### src/rtl/regfile_pkg.sv
// Shared types and helpers for the register-file write-port scheduler.
package regfile_pkg;
  localparam int REG_AW  = 5;
  localparam int REG_DW  = 32;
  localparam int NREG    = 32;
  localparam int MAX_REQ = 8;

  typedef enum logic {INIT, RUN} state_t;

  // Requester ports are zero-extended to MAX_REQ lanes before slicing
  function automatic logic [REG_AW-1:0] addr_slice(input logic [MAX_REQ*REG_AW-1:0] v,
                                                   input int i);
    return v[i*REG_AW +: REG_AW];
  endfunction

  function automatic logic [REG_DW-1:0] data_slice(input logic [MAX_REQ*REG_DW-1:0] v,
                                                   input int i);
    return v[i*REG_DW +: REG_DW];
  endfunction
endpackage

### src/rtl/regfile_wr_sched_rr_arbiter.sv
// Combinational round-robin grant: first valid requester at or after ptr.
module rr_arbiter #(
  parameter int N  = 3,
  parameter int PW = (N > 1) ? $clog2(N) : 1
) (
  input  logic [N-1:0]  valid,
  input  logic [PW-1:0] ptr,
  output logic [N-1:0]  gnt,
  output logic [PW-1:0] gnt_idx
);
  logic found;
  int   idx;

  always_comb begin
    gnt     = '0;
    gnt_idx = '0;
    found   = 1'b0;
    idx     = 0;
    for (int k = 0; k < N; k++) begin
      idx = (int'(ptr) + k) % N;
      if (!found && valid[idx]) begin
        found        = 1'b1;
        gnt[idx]     = 1'b1;
        gnt_idx      = idx[PW-1:0];
      end
    end
  end
endmodule

### src/rtl/regfile_wr_sched.sv
// Owns the register-file write port: zero-init after reset, then round-robin
// sharing among writeback requesters with a one-cycle registered write.
import regfile_pkg::*;

module regfile_wr_sched #(
  parameter int NREQ    = 3,
  parameter bit INIT_EN = 1'b1
) (
  input  logic                     CLK,
  input  logic                     RST_N,
  input  logic [NREQ-1:0]          req_valid,
  input  logic [NREQ*REG_AW-1:0]   req_addr,
  input  logic [NREQ*REG_DW-1:0]   req_data,
  output logic [NREQ-1:0]          req_ready,
  output logic                     WE3,
  output logic [REG_AW-1:0]        A3,
  output logic [REG_DW-1:0]        WD3,
  output logic                     init_done
);
  localparam int PW = (NREQ > 1) ? $clog2(NREQ) : 1;

  state_t                     state;
  logic [5:0]                 cnt;
  logic [PW-1:0]              rr_ptr;
  logic [PW-1:0]              next_ptr;
  logic [PW-1:0]              gnt_idx;
  logic [NREQ-1:0]            gnt;
  logic                       xfer;
  logic [MAX_REQ*REG_AW-1:0]  addr_all;
  logic [MAX_REQ*REG_DW-1:0]  data_all;
  logic [REG_AW-1:0]          sel_addr;
  logic [REG_DW-1:0]          sel_data;
  int                         nxt;

  rr_arbiter #(.N(NREQ), .PW(PW)) u_arb (
    .valid   (req_valid),
    .ptr     (rr_ptr),
    .gnt     (gnt),
    .gnt_idx (gnt_idx)
  );

  assign addr_all  = (MAX_REQ*REG_AW)'(req_addr);
  assign data_all  = (MAX_REQ*REG_DW)'(req_data);
  assign sel_addr  = addr_slice(addr_all, int'(gnt_idx));
  assign sel_data  = data_slice(data_all, int'(gnt_idx));
  assign req_ready = (state == RUN) ? gnt : '0;
  assign xfer      = |(req_valid & req_ready);

  always_comb begin
    nxt      = (int'(gnt_idx) + 1) % NREQ;
    next_ptr = nxt[PW-1:0];
  end

  always_ff @(posedge CLK or negedge RST_N) begin
    if (!RST_N) begin
      state     <= INIT_EN ? INIT : RUN;
      cnt       <= '0;
      rr_ptr    <= '0;
      WE3       <= 1'b0;
      A3        <= '0;
      WD3       <= '0;
      init_done <= 1'b0;
    end else begin
      case (state)
        INIT: begin
          WE3 <= 1'b1;
          A3  <= cnt[REG_AW-1:0];
          WD3 <= '0;
          cnt <= cnt + 6'd1;
          if (cnt == 6'(NREG - 1)) begin
            state     <= RUN;
            init_done <= 1'b1;
          end
        end
        default: begin
          init_done <= 1'b1;
          if (xfer) begin
            // Register 0 is hardwired: accept the request but suppress the write
            WE3    <= (sel_addr != '0);
            A3     <= sel_addr;
            WD3    <= sel_data;
            rr_ptr <= next_ptr;
          end else begin
            WE3 <= 1'b0;
          end
        end
      endcase
    end
  end
endmodule

### config.mk
export PLATFORM = sky130hd
export DESIGN_NAME = regfile_wr_sched
export DESIGN_NICKNAME = d
export VERILOG_FILES = /design/src/rtl/regfile_pkg.sv /design/src/rtl/regfile_wr_sched_rr_arbiter.sv /design/src/rtl/regfile_wr_sched.sv
export SDC_FILE = /design/constraint.sdc
export NUM_CORES = 1
export LEC_CHECK = 0
export BUFFER_PORTS_ARGS = -buffer_cell sky130_fd_sc_hd__clkbuf_2
export CORE_ASPECT_RATIO = 2
export CORE_MARGIN = 8
export CORE_UTILIZATION = 51
export DETAILED_ROUTE_END_ITERATION = 10
export PLACE_DENSITY = 0.89
export RECOVER_POWER = 50
export SYNTH_ARGS = -nofsm -noshare
export SYNTH_HDL_FRONTEND = slang
export SYNTH_SLANG_ARGS = --single-unit
### constraint.sdc
create_clock -name CLK -period 4.29 [get_ports CLK]
set_clock_uncertainty 0.15 [all_clocks]
set_input_delay 0 -clock CLK [delete_from_list [all_inputs] [get_ports CLK]]
set_output_delay 0 -clock CLK [all_outputs]
set_load 0.005 [all_outputs]
### Yosys cells after proc, flatten, opt, wreduce, memory -nomap -nowiden

Index checks and enable logic that the tools add are counted.

* $add $sub $neg: 4
* div/mod/pow operators: 4
* mux-type cells: 34
* shifts and indexed selects: 2
* equal/unequal tests: 2
* $lt $le $gt $ge: 6
* multiply operators: 1
* reductions and logical operators: 11
* bitwise operators: 3

Operators by type and width (number)
* 256-bit by 8-bit indexed part select with 32-bit output: 1
* 32-bit by 1-bit greater-or-equal comparator with 1-bit output (second input constant): 3
* 32-bit by 4-bit less-than comparator with 1-bit output (second input constant): 3
* 32-bit by 3-bit remainder unit with 32-bit output (second input constant): 3
* 32-bit two-way mux: 2
* 40-bit by 6-bit indexed part select with 5-bit output: 1
* 3-bit by 3-bit remainder unit with 32-bit output (second input constant): 1
* 1-bit two-way mux: 17
* 3-bit two-way mux: 4
* 5-bit two-way mux: 2
* 2-bit by 1-bit adder with 3-bit output (second input constant): 2
* 6-bit by 1-bit adder with 6-bit output (second input constant): 1
* 1-bit binary-select mux with 2-bit select: 3
* 1-bit demux with 2-bit select: 3
* 6-bit by 5-bit == test with 1-bit output (second input constant): 1
* 2-bit two-way mux: 3
* 3-bit OR: 2
* 1-bit logical AND: 5
* 2-bit by 3-bit multiplier with 5-bit output (second input constant): 1
* 5-bit nonzero test: 1
* 2-bit by 2-bit adder with 3-bit output (second input constant): 1
* 3-bit AND: 1
* 3-bit OR reduction: 1
* 1-bit zero test: 2
* 3 further kinds: 3

* word-level logic and storage cells: 74
* output and inout bits: 42
* bits of input ports: 116
* bits in registers: 48

### Longest topological paths before layout

Gate-level depths: netlist of run 1.

* depth after elaboration: 16
* gate-level depth with buffers: 12
* gate-level depth less buffers: 8

### By module

A second synthesis of run 1 with hierarchy kept.

* cells, all modules: 341
* area total of the unflattened synthesis: 3055.4 um2

Modules (own cells, without submodules)
* regfile_wr_sched: seq. area each 1201.2 um2, area each 2722.6 um2, cells an instance 289, instances 1
* rr_arbiter: seq. area each 0.0 um2, area each 332.8 um2, cells an instance 52, instances 1

### Worst setup path after synthesis of run 1

OpenSTA, ideal clock, no wires.

* path type: reg-to-reg
* start: register rr_ptr[1]
* end: register WE3
* path buffers: 2
* setup slack: 1503 ps
* setup time: 103 ps
* cell stages (with the launch flop): 11
* data required time: 4037 ps
* arrival time: 2534 ps
* period minus slack after synthesis: 2787 ps
* cells stage by stage: dfrtp_1 inv_1 ha_1 buf_2 mux2_4 o31a_1 or3_4 a221oi_4 nor2_2 buf_6 o41ai_2

* cells in the longest elaborated chain, start to end: 16
* elaborated cells between the ends (all ways): 51
* those cells by class: 2 x add/sub; 1 x mul; 3 x div; 6 x order compare; 1 x shift; 26 x mux; 3 x bitwise; 9 x reduce/logical

Ends and longest elaborated chain
* start: declaration: RTL line regfile_wr_sched.sv:24 `logic [PW-1:0] rr_ptr;`
* start signal: assignment: RTL line regfile_wr_sched.sv:82 `rr_ptr <= next_ptr;`
* branches (longest 14 deep; another with 32-bit by 3-bit remainder unit with 32-bit output)
* 1-bit two-way mux *: RTL line regfile_wr_sched.sv:77 `if (xfer) begin`
* 1-bit two-way mux *: RTL line regfile_wr_sched.sv:64 `case (state)`
* end signal: assignment: RTL line regfile_wr_sched.sv:79 `WE3 <= (sel_addr != '0);`
* end: declaration: RTL line regfile_wr_sched.sv:15 `output logic WE3,`

Mark *: on every way between the ends. The select of a mux whose other input is x is not followed.
A chain may end at the register's enable or synchronous reset.

### Worst setup path in the final report of run 1

* start: register rr_ptr[1]
* end: register WD3[8]

* cells in the longest elaborated chain, start to end: 15
* elaborated cells between the ends (all ways): 50
* those cells by class: 2 x add/sub; 3 x div; 6 x order compare; 1 x eq/ne; 1 x shift; 26 x mux; 3 x bitwise; 8 x reduce/logical

Ends and longest elaborated chain
* branches (longest 15 deep; another with 32-bit by 3-bit remainder unit with 32-bit output)
* end signal: assignment: RTL line regfile_wr_sched.sv:81 `WD3 <= sel_data;`
* end: declaration: RTL line regfile_wr_sched.sv:17 `output logic [REG_DW-1:0] WD3,`

Parallel ways; which one is timed is not known. The select of a mux whose other input is x is not followed.

==> qor.yml, run 1 <==
final_cells: 668
num_vias: 4288
slowest_stage: "a21oi_2"
power_density_nw_per_um2: 759
synth-async-reset-ratio_pct: 100
yosysSeqAreaShare_pct: 36.5
netlist_area_um2: 3290
hpwl_um: 8620
place_inst: 586
synth_ff_type: "dfrtp_1"
n_antenna_cell: 0
firstDrtPassIters: 5
gp_congestion: 0.903
fin_tns_setup_ns: 0
via_per_inst: 6.42
reg2reg_setup_slack_ns: 0.35
io_pins: 158
fin_nets: 702
cts_tree: "built"
post-route-util_pct: 79.9
final_antenna_net_count: 0
finalHoldViolCount: 0
drc: 0
path_cells: "inv_1 > ha_1 > mux2i_1 > o21ai_1 > a21oi_2 > buf_4 > o21ai_0 > o2bb2ai_1 > dlygate4sd3_1 > mux2i_1"
fillers: 428
clockBufferDepth: 2
slowest_delay_ns: 0.87
min_from: "req_addr[8]"
leakagePower_uw: 0.00238
synth_seq_cells: 48
worstSetupPathType: "reg -> reg"
insertion_delay_ns: 0.29
grt_use_total_pct: 31.0
drv_slew: 49
rows: 41
first_iter_violations: 580
ir_drop_uv: 511
io_buffers: 157
yosysTopAreaCell: "dfrtp_1"
ys_types: 51
seqCellArea_um2: 1200
yosysWarnings: 0
rsz0062_at_grt: "no"
postSynthAreaPerCell_um2: 8.88
crit_start: "rr_ptr[1]"
coreArea_um2: 6260
htree_num_levels: 2
grt_pass1_vias: 4565
required_ns: 4.34
ctsHoldBuffers: 74
hold_path.class: "in -> reg"
run_status: "complete, but fails checks"
cp_max_fo: 24
reg2reg_from: "rr_ptr[1]"
synth_edf_count: 0
clock.fmax_mhz: 254
multi_input_area_um2: 1910
tightest_slew_ns: 2.64
cts_setup_buffers: 0
synth_top_area_share_pct: 36.5
cts.root.buffer_cell: "clkbuf_16"
start_util_pct: 52.6
syn_inst: 371
timing.critical_path.mode_cell: "mux2i_1"
grt_max_degree: 54
drive_gt1_share_pct: 25.4
synth_fp_nets: 492
cts_buffers: 5
clock-sinks: 48
clkTransAtPathRegs_ns: 0.07
setup_viol_count_final: 0
area_growth_syn_to_layout_pct: 51.8
crit_path_end_kind: "flip-flop"
failed_checks: "capacitance limit, slew limit"
layout_min_cycle_time_ns: 3.94
antenna_found_initial: 0
wl_um: 14600
worstPathArrival_ns: 3.99
grt_overflow: 0
ctsResizeCount: 0
grt_pass1_wl_um: 23000
die_w_um: 72.8
synth.area.top_cells: "dfrtp_1, mux2i_1, o2bb2ai_1, a31oi_1, o21ai_0"
routedWlPerCell_um: 21.9
max-cap-violations: 1
period_share_pct: 91.8
start_kind: "flip-flop"
design.die.area_um2: 9440
die_h_um: 130
maxSlewHeadroom_pct: -75.8
[cells in the mapped netlist, types with 3 or more instances]
cell type,instances
a21boi_0,4
a21oi_1,3
a31oi_1,36
buf_1,3
buf_2,5
clkbuf_1,28
dfrtp_1,48
ha_1,5
inv_1,12
mux2i_1,35
nand2_1,48
nand2b_1,3
nand3_1,3
nand4_1,3
nor2_1,6
nor2b_1,5
nor4_1,3
o211ai_1,4
o21ai_0,39
o2bb2ai_1,32
o31ai_1,3
o32a_1,5
xnor2_1,4
[where the power goes]
part / internal, uW / switching (uW)
Clock: 277 / 187
Sequential: 668 / 124
Combinational: 1220 / 1320
[final cells by class]
type / count / share of cell area [%]
clock buffer: 5 / 2.50
clock inverter: 3 / 0.926
inverter: 12 / 0.901
multi-input combinational: 274 / 38.3
sequential: 48 / 24.0
tap: 86 / 2.15
timing repair buffer: 240 / 31.2
[worst max-delay path, delay by kind of cell, from the launching register on]
family                   cells  cell delay, ns
AO/OA/AOI/OAI                4            1.37
buffers and inverters        3            1.02
multiplexers                 2            0.50
flip-flops                   1            0.41
adder cells (fa/ha/maj)      1            0.38
[sequential cells by signal (all words and copies together), names as in the netlist]
register	cells
A3	5
WD3	32
WE3	1
cnt	6
init_done	1
rr_ptr	2
state	1
[metrics by stage]
step                      worst slack (ns)  hold WS (ns)  total power [uW]  area (um^2)
after floorplan                       1.50        -0.446              2190         3290
after global placement                1.29       -0.0237              2730         4130
after detailed placement              1.10       -0.0117              2810         4130
after CTS                            0.560       0.00486              3660         5050
after global routing                 0.174        0.0228              4000         5000
final                                0.351        0.0347              3790         5000
[layer usage]
| layer | vias to the layer above | routed length, um | GRT usage (%) |
|---|---|---|---|
| met5 | - | 0 | 0 |
| met4 | 0 | 1000 | 22.6 |
| met3 | 100 | 1280 | 6.97 |
| met2 | 351 | 7690 | 53.4 |
| met1 | 2026 | 4640 | 31.6 |
| li1 | 1811 | - | - |
[cells in the final DEF, fill, tap and decap left out, types with 2 or more instances in the layout]
cell           netlist  routed
nand2_1             48      48
mux2i_1             35      35
clkbuf_2             0     122
nand2b_1             3       3
o32a_1               5       5
o31ai_1              3       3
or4_1                2       2
clkbuf_1            28      36
inv_1               12      12
ha_1                 5       5
o211ai_1             4       4
o21a_1               2       2
o2bb2ai_1           32      32
nor2_1               6       6
nand3_1              3       3
nor4_1               3       3
dlygate4sd3_1        0      74
o21ai_0             39      39
a31oi_1             36      36
buf_4                0       7
nor2b_1              5       5
a21oi_1              3       2
a21boi_0             4       4
or2_2                2       2
dfrtp_1             48      48
nand4_1              3       3
xnor2_1              4       4
o211a_1              2       2
clkbuf_16            0       5
o22ai_1              2       2
[worst paths after layout]
kind	endpoint	depth (start not counted)
worst max-delay path	WD3[8]	10
worst max register to register	WD3[8]	10
worst min register to register	cnt[5]	1
min in group asynchronous	WD3[26]	3
max in group asynchronous	WD3[2]	3
worst min-delay path	WE3	3
[cell families (layout without fill, tap and decap cells)]
group / count (synthesis) / count (layout) / synth area share (%)
multiplexers: 37 / 37 / 11.4
flip-flops: 48 / 48 / 36.5
adder cells (fa/ha/maj): 5 / 5 / 1.90
buffers and inverters: 49 / 260 / 6.00
AO/OA/AOI/OAI: 143 / 143 / 30.6
XOR/XNOR: 5 / 5 / 1.33
AND/OR/NAND/NOR: 84 / 84 / 12.2
Power figures use the tool's default switching activity.
==> run 2, diff against run 1 <==
Settings changed: CTS_CLUSTER_SIZE from default to 16, RECOVER_POWER 50 to 25.
==> run 2 against run 1 <==
Effect of this change: the run now ends clean; clock power about the same; cell area up 0.20%; largest power group unchanged; largest cell class unchanged; combinational power about the same.
==> qor.yml, run 2 (synthesized netlist as in run 1, its figures left out) <==
cp_max_fo: 24  # unchanged
fillers: 423  # -1.2%
hpwl_um: 8620  # unchanged
largest_registers: "WD3 x32, cnt x6, A3 x5"
required_ns: 4.34  # about the same
final_cell_mix: "clkbuf_2, dlygate4sd3_1, dfrtp_1, nand2_1, o21ai_0"
grt_max_degree: 54  # unchanged
ctsResizeCount: 0  # unchanged
firstDrtPassIters: 7  # +2
finalHoldViolCount: 0  # unchanged
reg2reg_setup_slack_ns: 0.36  # about the same
setup_viol_count_final: 0  # unchanged
drc: 0  # unchanged
rsz0062_at_grt: "no"
maxSlewHeadroom_pct: 27.6  # +100 points
clockBufferDepth: 2  # unchanged
hold_path.class: "in -> reg"
routedWlPerCell_um: 21.7  # -0.64%
cts_setup_buffers: 0  # unchanged
path_cells: "inv_1 > ha_1 > mux2i_1 > o21ai_1 > a21oi_2 > buf_4 > o21ai_0 > o2bb2ai_1 > dlygate4sd3_1 > mux2i_1"
rr_worst_depth: 10  # unchanged
io_pins: 158  # unchanged
htree_num_levels: 2  # unchanged
fin_nets: 702  # unchanged
r2r_end: "WD3[8]"
worstSetupPathType: "reg -> reg"
final_cells: 668  # unchanged
rows: 41  # unchanged
period_share_pct: 91.6  # -0.23 points
die_h_um: 130  # unchanged
wl_um: 14500  # -0.64%
ir_drop_uv: 504  # -1.4%
grt_overflow: 0  # unchanged
crit_path_end_kind: "flip-flop"
timing.critical_path.mode_cell: "mux2i_1"
antenna_found_initial: 0  # unchanged
slowest_stage: "a21oi_2"
place_area_um2: 4130  # unchanged
final_common_cell: "clkbuf_2"
power_density_nw_per_um2: 757  # -0.29%
clkTransAtPathRegs_ns: 0.07  # about the same
via_per_inst: 6.36  # -0.98%
ctsHoldBuffers: 74  # unchanged
crit_end: "WD3[8]"
num_vias: 4246  # -0.98%
grt_use_total_pct: 31.0  # unchanged
slowest_delay_ns: 0.87  # about the same
leakagePower_uw: 0.00240  # +0.79%
coreArea_um2: 6260  # unchanged
path_buf_inv: 3  # unchanged
cts.root.buffer_cell: "clkbuf_16"
largest_register_ffs: 32  # unchanged
die_w_um: 72.8  # unchanged
worstPathArrival_ns: 3.98  # about the same
grt_pass1_wl_um: 23000  # unchanged
drv_slew: 0  # -100%
clock.fmax_mhz: 255  # +0.25%
io_buffers: 157  # unchanged
top_register: "WD3"
holdPathStages: 3  # unchanged
finalInstanceArea_um2: 5010  # +0.20%
crit_start: "rr_ptr[1]"
fin_tns_setup_ns: 0  # unchanged
path_depth: 10  # unchanged
clock-sinks: 48  # unchanged
cts_tree: "built"
layout_min_cycle_time_ns: 3.93  # -0.00973 ns
n_antenna_cell: 0  # unchanged
final_antenna_net_count: 0  # unchanged
cp_top_family: "compound AO/OA/AOI/OAI gates"
start_kind: "flip-flop"
run_status: "completed"
start_util_pct: 52.6  # unchanged
grt_pass1_vias: 4565  # unchanged
area_growth_syn_to_layout_pct: 52.1
drive_gt1_share_pct: 26.5  # +1.0 points
insertion_delay_ns: 0.29  # about the same
max-cap-violations: 0  # -1
place_inst: 586  # unchanged
cts_buffers: 5  # unchanged
tightest_slew_ns: 1.09  # -1.55 ns
first_iter_violations: 542  # -6.6%
gp_congestion: 0.903  # unchanged
design.die.area_um2: 9440  # unchanged
reg2reg_from: "rr_ptr[1]"
## run 2: cell count changes in the layout (fill, tap and decap cells not counted)
cell	delta
clkbuf_1	-6
clkbuf_2	+5
buf_4	+1
## run 2: worst min-delay path by stage
stage / start / to / slack [ns]
after floorplan: RST_N / A3[0] / -0.45
after global placement: RST_N / WD3[26] / -0.02
after detailed placement: RST_N / WD3[26] / -0.01
after CTS: req_addr[4] / A3[4] / 0.005
after global routing: req_addr[8] / WE3 / 0.02
final: req_addr[8] / WE3 / 0.04
## run 2: final cells by class
type | instances | area (um^2) | share of cell area, %
clock inverters | 3 | 46.3 | 0.924
flip-flops and latches | 48 | 1200 | 24.0
well taps | 86 | 108 | 2.15
repair buffers | 240 | 1570 | 31.3
multi-input cells | 274 | 1910 | 38.2
inverters | 12 | 45.0 | 0.899
clock buffers | 5 | 125 | 2.50
## run 2: metal layers
metal / GRT usage, % / part of all wire [%] / vias up
met1: 31.6 / 32 / 1982
met3: 6.97 / 8.6 / 91
met2: 53.4 / 53 / 359
met5: 0 / 0 / -
met4: 22.6 / 6.7 / 0
li1: - / - / 1814
## run 2: power by group
part	total (uW)	internal, uW	switching, uW
combinational	2530	1230	1310
clock	466	278	189
sequential	791	667	124
total	3790	2170	1620
## run 2: metrics by stage
stage	worst slack [ns]	hold WS, ns	total power (uW)	utilization, %
2_1_floorplan	1.50	-0.446	2190	-
3_3_place_gp	1.29	-0.0237	2730	66.1
4_1_cts	0.560	0.00486	3660	80.6
3_5_place_dp	1.10	-0.0117	2810	66.1
5_1_grt	0.174	0.0228	4010	80.0
6_report	0.361	0.0398	3790	80.0
## run 2: worst min-delay path: stages
cell,delay [ns]
clkbuf_2,0.12
nor4_1,0.07
o41ai_2,0.25
==> run 3, diff against run 2 <==
Settings changed: CORE_UTILIZATION 51 to 49, PLACE_DENSITY 0.89 to 0.88, SYNTH_HIERARCHICAL from default to 1.
==> run 3 against run 2 <==
Effect of this change: the run now ends with hold timing left; cell count decreased by 10%; sequential power shrank 2%; count of clock-buffer cells in the layout up 1; core utilization fell by 6.6 points; register-to-register slack gained 0.17 ns; first-iteration DRC count shrank 69%; setup slack improved by 0.17 ns; wire length decreased by 26%; non-clock buffer count is 26 lower; combinational power down 12%; cell area down 12%; critical endpoint is now WD3[21]; highest routed layer unchanged.
==> qor.yml, run 3 <==
seqPwrFrac_pct: 22.8  # +1.9 points
first_iter_violations: 168  # -69%
path_buf_inv: 3  # unchanged
synth.area.top_cells: "dfrtp_1, a21oi_1, mux2i_1, nor2_1, buf_6"
path_depth: 12  # +2
crit_start: "rr_ptr[0]"
clkTransAtPathRegs_ns: 0.07  # about the same
firstDrtPassIters: 4  # -3
path_cells: "inv_1 > ha_1 > or3b_1 > nor2_1 > o21ai_0 > a21oi_4 > buf_4 > mux2i_1 > nor2_1 > a21oi_1 > dlygate4sd3_1 > a21oi_1"
slowest_delay_ns: 0.58  # -0.29 ns
synth_seq_cells: 48  # unchanged
grt_pass1_vias: 3701  # -19%
synth_ff_type: "dfrtp_1"
combPwrFrac_pct: 65.3  # -1.5 points
hpwl_um: 7590  # -12%
ys_types: 37  # -27%
drive_gt1_share_pct: 28.4  # +2.0 points
postSynthAreaPerCell_um2: 8.96  # +0.94%
period_share_pct: 87.7  # -3.9 points
fin_tns_setup_ns: 0  # unchanged
crit_path_end_kind: "flip-flop"
yosysWarnings: 6  # +6
swShare_pct: 44.8  # +2.0 points
area_growth_syn_to_layout_pct: 44.3
ir_drop_uv: 482  # -4.3%
fin_nets: 656  # -6.6%
power_density_nw_per_um2: 774  # +2.2%
run_status: "complete, but fails checks"
start_util_pct: 50.9  # -1.7 points
fillers: 452  # +6.9%
synth_fp_nets: 463  # -5.9%
die_h_um: 128  # -1.5%
setup_viol_count_final: 0  # unchanged
power_frac_clock_pct: 11.9  # -0.4 points
layout_min_cycle_time_ns: 3.76  # -0.169 ns
largest_registers: "WD3 x32, cnt x6, A3 x5"
tightest_slew_ns: 0.605  # -0.481 ns
maxSlewHeadroom_pct: 59.7  # +32 points
coreArea_um2: 6010  # -4.0%
slowest_stage: "dlygate4sd3_1"
htree_num_levels: 2  # unchanged
min_from: "req_data[33]"
grt_overflow: 0  # unchanged
rsz0062_at_grt: "no"
clock-sinks: 48  # unchanged
worstPathArrival_ns: 3.78  # -0.20 ns
finalHoldViolCount: 1  # +1
io_buffers: 157  # unchanged
max-cap-violations: 0  # unchanged
failed_checks: "hold timing"
final_antenna_net_count: 0  # unchanged
drc: 0  # unchanged
insertion_delay_ns: 0.29  # about the same
grt_use_total_pct: 23.6  # -7.5 points
ctsResizeCount: 0  # unchanged
routedWlPerCell_um: 18.0  # -17%
leakagePower_uw: 0.00209  # -13%
yosysTopAreaCell: "dfrtp_1"
rr_worst_depth: 12  # +2
whs_ns: -0.000644  # -0.0404 ns
drv_slew: 0  # unchanged
hold_path.class: "in -> reg"
cp_max_fo: 23  # -4.2%
antenna_found_initial: 0  # unchanged
p_switching_uw: 1530  # -5.7%
synth-async-reset-ratio_pct: 100  # unchanged
final_common_cell: "clkbuf_2"
top_register: "WD3"
required_ns: 4.31  # -0.03 ns
synth_top_area_share_pct: 39.3  # +2.8 points
yosysSeqAreaShare_pct: 39.3  # +2.8 points
reg2reg_from: "rr_ptr[0]"
syn_inst: 341  # -8.1%
cp_top_family: "buffers and inverters"
gp_congestion: 0.911  # +0.89%
num_vias: 3389  # -20%
via_per_inst: 5.66  # -11%
total_power_uw: 3410  # -10%
cts.root.buffer_cell: "clkbuf_16"
grt_max_degree: 55  # +1.9%
netlist_area_um2: 3060  # -7.2%
largest_register_ffs: 32  # unchanged
cts_tree: "built"
die_w_um: 71.8  # -1.4%
wl_um: 10800  # -26%
p_int_uw: 1880  # -13%
grt_pass1_wl_um: 17300  # -25%
cts_buffers: 5  # unchanged
synth_common_cells: "a21oi_1, dfrtp_1, mux2i_1, nor2_1, buf_2"
start_kind: "flip-flop"
final_cell_mix: "clkbuf_2, a21oi_1, dlygate4sd3_1, dfrtp_1"
clockBufferDepth: 2  # unchanged
yosysMostFrequentCell: "a21oi_1"
worstSetupPathType: "reg -> reg"
holdPathStages: 5  # +2
design.die.area_um2: 9170  # -2.8%
clock.fmax_mhz: 266  # +4.5%
rows: 40  # -2.4%
io_pins: 158  # unchanged
synth_edf_count: 0  # unchanged
run 3: area by class of cell:
| cell class | instances | area (um^2) | share of cell area (%) |
|---|---|---|---|
| clock inverter | 2 | 13.8 | 0.312 |
| sequential | 48 | 1200 | 27.2 |
| inverter | 10 | 37.5 | 0.851 |
| tap | 63 | 78.8 | 1.79 |
| clock buffer | 6 | 139 | 3.15 |
| antenna | 1 | 2.50 | 0.0568 |
| multi-input combinational | 255 | 1620 | 36.8 |
| timing repair buffer | 214 | 1310 | 29.8 |
run 3: repair_timing:
| item | 4_1_cts | 5_1_grt |
|---|---|---|
| hold buffers | 50 | 0 |
| hold endpoints to repair | 85 | 0 |
| setup buffers | 0 | 0 |
run 3: kinds of logic (layout without fill, tap and decap cells):
| family | after synthesis | after routing | synth area share [%] |
|---|---|---|---|
| compound gates | 129 | 129 | 23.4 |
| flops | 48 | 48 | 39.3 |
| other cells | 0 | 1 | 0 |
| buf+inv | 38 | 232 | 8.11 |
| xor+xnor | 5 | 5 | 1.43 |
| mux | 43 | 43 | 14.3 |
| simple gates | 72 | 72 | 11.0 |
| fa+ha+maj | 6 | 6 | 2.46 |
run 3: worst paths after layout:
kind	to	slack, ns
setup / recovery	WD3[21]	0.53
hold / removal	WD3[1]	-0.0006
setup reg to reg	WD3[21]	0.53
hold reg to reg	cnt[4]	0.32
max in group asynchronous	A3[3]	3.38
min in group asynchronous	WD3[1]	0.19
run 3: routing by layer:
| metal | GRT usage [%] | vias to the layer above | wire length [um] |
|---|---|---|---|
| li1 | - | 1602 | - |
| met4 | 13.9 | 0 | 473 |
| met5 | 0 | - | 0 |
| met1 | 22.9 | 1587 | 3800 |
| met2 | 42.5 | 168 | 5780 |
| met3 | 6.43 | 32 | 734 |
run 3: worst min-delay path: stages:
cell and delay (ns):
clkbuf_2 0.08, mux2i_1 0.06, nor2_1 0.09, a21oi_1 0.05, a21oi_1 0.13
run 3: metrics by stage:
step	setup slack (ns)	hold slack, ns	util (%)	std cells	cell area [um^2]
floorplan	1.53	-0.446	-	341	3060
global placement	1.18	-0.0160	63.1	540	3790
detailed placement	1.08	-0.0182	63.1	540	3790
CTS	0.580	0.000103	74.0	598	4450
global route	0.301	0.0442	73.4	598	4410
finish	0.529	-0.000644	73.4	599	4410
run 3: power by group through the flow:
| stage | combinational [uW] | clock, uW | sequential, uW |
|---|---|---|---|
| final | 2230 | 404 | 779 |
| after floorplan | 1600 | 0 | 788 |
| after CTS | 2240 | 412 | 778 |
| after detailed placement | 2080 | 0 | 783 |
| after global placement | 2010 | 0 | 775 |
| after global routing | 2450 | 425 | 804 |
